$ cat config.mk
export PLATFORM = sky130hd
export DESIGN_NAME = uart_word_assembler
export DESIGN_NICKNAME = d
export VERILOG_FILES = /design/src/rtl/uart_word_assembler.sv
export SDC_FILE = /design/constraint.sdc
export NUM_CORES = 1
export LEC_CHECK = 0
export CAP_MARGIN = 20
export CORE_MARGIN = 1
export CORE_UTILIZATION = 52
export DETAILED_ROUTE_END_ITERATION = 6
export GPL_TIMING_DRIVEN = 0
export PLACE_DENSITY = 0.79
export SETUP_SLACK_MARGIN = 0.3
export SYNTH_ARGS = -nofsm -noshare
export SYNTH_HDL_FRONTEND = slang
export SYNTH_SLANG_ARGS = --single-unit
$ cat constraint.sdc
create_clock -name i_clk -period 2.6 [get_ports i_clk]
set_input_delay 0.26 -clock i_clk [delete_from_list [all_inputs] [get_ports i_clk]]
set_output_delay 0.26 -clock i_clk [all_outputs]
set_load 0.03 [all_outputs]
$ cat src/rtl/uart_word_assembler.sv
// Rebuilds little-endian instruction words from a UART byte stream and emits
// one write strobe per word until HALT_WORD arrives or the address space runs out.
module uart_word_assembler #(
  parameter int                   DATA_SIZE = 32,
  parameter int                   BYTE_SIZE = 8,
  parameter int                   ADDR_SIZE = 8,
  parameter logic [DATA_SIZE-1:0] HALT_WORD = 32'hFFFFFFFF
) (
  input  logic                 i_clk,
  input  logic                 i_reset,
  input  logic                 i_enable,
  input  logic                 i_rx_done,
  input  logic [BYTE_SIZE-1:0] i_rx_data,
  output logic [DATA_SIZE-1:0] o_word,
  output logic                 o_word_valid,
  output logic [ADDR_SIZE-1:0] o_addr,
  output logic [1:0]           o_byte_idx,
  output logic                 o_load_done,
  output logic                 o_overflow
);

  // state   | meaning
  // IDLE    | load mode off, bytes ignored
  // COLLECT | filling byte slots, emitting words
  // DONE    | HALT seen or capacity hit, outputs frozen
  typedef enum logic [1:0] {
    IDLE    = 2'd0,
    COLLECT = 2'd1,
    DONE    = 2'd2
  } state_t;

  localparam logic [ADDR_SIZE-1:0] ADDR_MAX = '1;

  state_t                   state_q, state_d;
  logic [1:0]               byte_idx_q, byte_idx_d;
  logic [3*BYTE_SIZE-1:0]   buf_q, buf_d;
  logic [DATA_SIZE-1:0]     word_q, word_d;
  logic                     word_valid_q, word_valid_d;
  logic [ADDR_SIZE-1:0]     addr_q, addr_d;
  logic                     load_done_q, load_done_d;
  logic                     overflow_q, overflow_d;
  logic                     terminate;

  always_comb begin
    state_d      = state_q;
    byte_idx_d   = byte_idx_q;
    buf_d        = buf_q;
    word_d       = word_q;
    word_valid_d = 1'b0;
    addr_d       = addr_q;
    load_done_d  = load_done_q;
    overflow_d   = overflow_q;
    terminate    = 1'b0;

    case (state_q)
      IDLE: begin
        if (i_enable) begin
          state_d     = COLLECT;
          byte_idx_d  = 2'd0;
          addr_d      = '0;
          load_done_d = 1'b0;
          overflow_d  = 1'b0;
        end
      end

      COLLECT: begin
        if (!i_enable) begin
          state_d    = IDLE;
          byte_idx_d = 2'd0;
        end else begin
          // Address step / termination happens at the edge closing the strobe cycle.
          if (word_valid_q) begin
            if (word_q == HALT_WORD) begin
              terminate   = 1'b1;
              state_d     = DONE;
              load_done_d = 1'b1;
              if (addr_q != ADDR_MAX) addr_d = addr_q + 1'b1;
            end else if (addr_q == ADDR_MAX) begin
              terminate   = 1'b1;
              state_d     = DONE;
              load_done_d = 1'b1;
              overflow_d  = 1'b1;
            end else begin
              addr_d = addr_q + 1'b1;
            end
          end

          if (i_rx_done && !terminate) begin
            case (byte_idx_q)
              2'd0: buf_d[0*BYTE_SIZE +: BYTE_SIZE] = i_rx_data;
              2'd1: buf_d[1*BYTE_SIZE +: BYTE_SIZE] = i_rx_data;
              2'd2: buf_d[2*BYTE_SIZE +: BYTE_SIZE] = i_rx_data;
              default: begin
                word_d       = {i_rx_data, buf_q};
                word_valid_d = 1'b1;
              end
            endcase
            byte_idx_d = byte_idx_q + 2'd1;
          end
        end
      end

      DONE: begin
        if (!i_enable) state_d = IDLE;
      end

      default: state_d = IDLE;
    endcase
  end

  always_ff @(posedge i_clk) begin
    if (i_reset) begin
      state_q      <= IDLE;
      byte_idx_q   <= 2'd0;
      buf_q        <= '0;
      word_q       <= '0;
      word_valid_q <= 1'b0;
      addr_q       <= '0;
      load_done_q  <= 1'b0;
      overflow_q   <= 1'b0;
    end else begin
      state_q      <= state_d;
      byte_idx_q   <= byte_idx_d;
      buf_q        <= buf_d;
      word_q       <= word_d;
      word_valid_q <= word_valid_d;
      addr_q       <= addr_d;
      load_done_q  <= load_done_d;
      overflow_q   <= overflow_d;
    end
  end

  assign o_word       = word_q;
  assign o_word_valid = word_valid_q;
  assign o_addr       = addr_q;
  assign o_byte_idx   = byte_idx_q;
  assign o_load_done  = load_done_q;
  assign o_overflow   = overflow_q;

endmodule

==> run_results.csv <==
group,metric,value,unit
synth,netlist_instances,298,
cts,clock_tree.root_cell,"clkbuf_8",
hold_path,min-delay-path-class,"reg2reg",
critical_path,crit_path_start,"o_word[7]$_SDFFE_PP0P_",
synth,synthDistinctLibCells,41,
pwr,clock_power_share,40.8,%
cts,clk-insertion-delay-late,350,ps
global_routing,gr-max-usage-layer,"met2",
global_routing,antenna_violations_before_repair,0,
timing,relSlewSlack,58.4,%
finish,postLayoutCellArea,3920,µm²
hold_path,timing.hold.worst.start,"o_load_done$_SDFFE_PP0P_",
detailed_routing,drc_errors,0,
run,maxCapViolCount,0,
critical_path,reg2regPathDepth,6,
synth,postSynthAreaPerCell,10.4,µm²
synth,main_combinational_cell_family_by_area_after_synthesis,"simple AND/OR/NAND/NOR gates",
finish,share_of_post_route_cells_with_drive_strength_above_1,7.40,%
global_routing,grt_pass1_vias,2376,
synth,post_synth_and_or_nand_nor_area_fraction,23.3,%
synth,syn_area,3110,µm²
synth,seq_area_frac_synth,45.8,%
detailed_routing,drtPass1Iterations,4,
timing,crit_share_post_route,80.4,%
timing,min_cycle_time_layout,2090,ps
timing,tightest_slew,624,ps
cts,post_cts.repair.setup_buffers,0,
pwr,internal_power,0.00159,W
cts,post_cts_hold_buffer_count,0,
synth,synth_warnings,0,
global_routing,grt_remaining_overflow,0,
cts,numClockSinks,71,
detailed_routing,route.final.wire_length,6880,µm
critical_path,worst-endpoint-required,2870,ps
hold_path,holdPathStages,2,
global_routing,met3_track_utilization_from_global_routing,7.82,%
place,dpl.hpwl,5010,µm
critical_path,crit_type,"reg2reg",
die,die_h,79.3,µm
cts,htreeDepth,3,
die,die_area,6290,µm²
critical_path,startpoint_of_the_worst_register_to_register_path,"o_word[7]$_SDFFE_PP0P_",
synth,postSynthRegisterBits,71,
synth,synth_largest_type_area_fraction,45.8,%
cts,cts.repair.resized,0,
finish,nets,381,
timing,setup-tns-final,0,ps
critical_path,crit_slowest_cell,"or4_4",
global_routing,grtUsageMet2,40.0,%
die,design.core.area,5640,µm²
global_routing,met1_track_demand_over_resource_in_global_routing,29.9,%
cts,clk_transition_reported_paths,70,ps
synth,synth-edff-count,0,
critical_path,r2r_end,"o_word[24]$_SDFFE_PP0P_",
timing,rsz_0062_raised_after_global_routing,"no",
timing,slew_violations,0,
place,place_inst,425,
die,floorplan.initialDensity,55.0,%
pwr,p_switching,0.000437,W
die,floorplan.rows,27,
synth,async_reset_ff_share,0,%
finish,fillCellCount,470,
timing,whs,447,ps
synth,synth_top_area_cell,"dfxtp_1",
synth,synth.mux.area_fraction,19.0,%
cts,cts-buffers-inserted,9,
critical_path,end_point_of_the_critical_path,"o_word[24]$_SDFFE_PP0P_",
detailed_routing,ant_nets,0,
critical_path,setup.reg_to_reg.worst_slack,510,ps
pwr,irDropWorstVdd,0.376,mV
critical_path,timing.critical_path.cells,"nand4_1 -> or4_4 -> o21ai_4 -> a21o_4 -> buf_8 -> mux2i_1",
critical_path,worstPathMaxFanout,10,
synth,yosys-top-cells-area,"dfxtp_1 (46%), mux2i_1 (19%), nand2b_1 (13%), ha_1 (2.0%), nand4_1 (2.0%)",
finish,syn_to_final_growth,26.2,%
pwr,power_frac_comb,5.1,%
pwr,power.sequential.fraction,54.1,%
global_routing,grt_first_pass_wirelength,11500,µm
synth,synth_xor_area_share,1.69,%
place,gpl.final_weighted_congestion,0.803,
critical_path,slowest_delay,580,ps
finish,stdcell_count,437,
finish,multi_input_area,1590,µm²
detailed_routing,drt_first_iter_violations,40,
pwr,switching_share,21.6,%
timing,final_hold_viol_count,0,
die,io_pins,57,
place,place.port_buffers,55,
status,status,"completed",
place,placed_instance_area,3750,µm²
synth,ys_dominant_reg_cell,"dfxtp_1",
finish,num_antenna_cells,0,
pwr,power_per_cell_area,516,nW/µm²
die,dieWidth,79.3,µm
detailed_routing,vias_per_cell,5.39,
synth,synth_compound_area_share,5.28,%
global_routing,grt_max_degree,11,
finish,final-seq-area,1420,µm²
synth,syn-num-nets,315,
cts,cts_tree,"done",
cts,clk_path_buf_depth,2,
timing,clock.fmax,478,MHz
global_routing,overall_global_routing_usage,24.3,%
timing,setup_viol,0,
critical_path,crit_path_arrival_time,2360,ps
detailed_routing,routedWlPerCell,15.8,µm
critical_path,critical_path.startpoint_type,"flip-flop",
detailed_routing,via_count,2356,
critical_path,worstSetupEndpointType,"flip-flop",
synth,post_synth_fa_ha_maj_area_fraction,2.01,%
pwr,p_leak,1.39,nW
timing,finClkSkew,9.70,ps
sequential cells by signal (all words and copies together), names as in the netlist:
name / flops
o_load_done: 1
o_byte_idx: 2
buf_q: 24
state_q: 2
o_word_valid: 1
o_addr: 8
o_word: 32
o_overflow: 1
cells in the mapped netlist (all sizes together), types with 2 or more instances:
cell type	number
nand2	6
or4	2
xnor2	4
o21ai	3
or2b	3
nor2	13
o21bai	2
mux2i	59
a21o	2
xor2	2
or2	2
nand4	10
nand2b	66
dfxtp	71
clkbuf	10
a21oi	7
nor3	2
nor4	2
nor2b	2
buf	4
inv	3
nand3	6
ha	5
worst min path at each step:
stage	to	slack, ps
3_5_place_dp	o_load_done$_SDFFE_PP0P_	440
4_1_cts	o_load_done$_SDFFE_PP0P_	450
6_report	o_load_done$_SDFFE_PP0P_	450
2_1_floorplan	o_byte_idx[0]$_SDFFE_PP0P_	410
5_1_grt	o_load_done$_SDFFE_PP0P_	470
3_3_place_gp	o_load_done$_SDFFE_PP0P_	440
cell usage in the layout (no fill, tap or decap), types with 3 or more instances in the layout:
cell / count
dfxtp_1: 71
nand2b_1: 66
mux2i_1: 59
clkdlybuf4s50_1: 55
nor2_1: 13
clkbuf_1: 10
nand4_1: 10
clkbuf_8: 10
nand3_1: 6
nand2_1: 6
ha_1: 5
xnor2_1: 4
inv_1: 3
or2b_1: 3
a21oi_2: 3
a21oi_1: 3
power by group through the flow:
| stage | sequential (W) | combinational [W] | clock [W] |
|---|---|---|---|
| finish | 0.00110 | 0.000103 | 0.000825 |
| global route | 0.00110 | 0.000112 | 0.000887 |
| CTS | 0.00110 | 0.000104 | 0.000834 |
| detailed placement | 0.00112 | 0.000103 | 0 |
| global placement | 0.00112 | 0.000101 | 0 |
| floorplan | 0.00112 | 0.0000572 | 0 |
stage by stage:
| stage | util (%) | power, W | worst slack [ps] |
|---|---|---|---|
| final | 69.5 | 0.00202 | 509 |
| after global routing | 69.5 | 0.00209 | 416 |
| after CTS | 69.5 | 0.00203 | 518 |
| after detailed placement | 66.4 | 0.00122 | 442 |
| after global placement | 66.4 | 0.00122 | 443 |
| after floorplan | - | 0.00118 | 527 |
critical path, delay by kind of cell, from the launching register on:
kind            cells  cell delay (ps)
compound gates      2              570
simple gates        2              710
buf+inv             1              150
mux                 1              190
flops               1              370
cells by family (layout without fill, tap and decap cells):
| kind of cell | after synthesis | in the layout |
|---|---|---|
| multiplexers | 59 | 59 |
| flip-flops | 71 | 71 |
| AO/OA/AOI/OAI | 19 | 19 |
| XOR/XNOR | 6 | 6 |
| buffers and inverters | 17 | 84 |
| adder cells (fa/ha/maj) | 5 | 5 |
| AND/OR/NAND/NOR | 121 | 121 |
final cells by class:
cell class                 instances  share of cell area, %
multi-input combinational        210                   40.6
sequential                        71                   36.3
clock inverter                     2                  0.894
clock buffer                      10                   3.51
buffer                            14                   2.04
inverter                           3                  0.287
timing repair buffer              55                   14.0
tap                               72                   2.30
per-layer routing:
metal,share of wire [%],up-vias
li1,-,1156
met1,46,1121
met2,47,61
met3,4.5,18
met4,2.2,0
met5,0,-
Note: power is estimated with default switching activity, not from simulation.
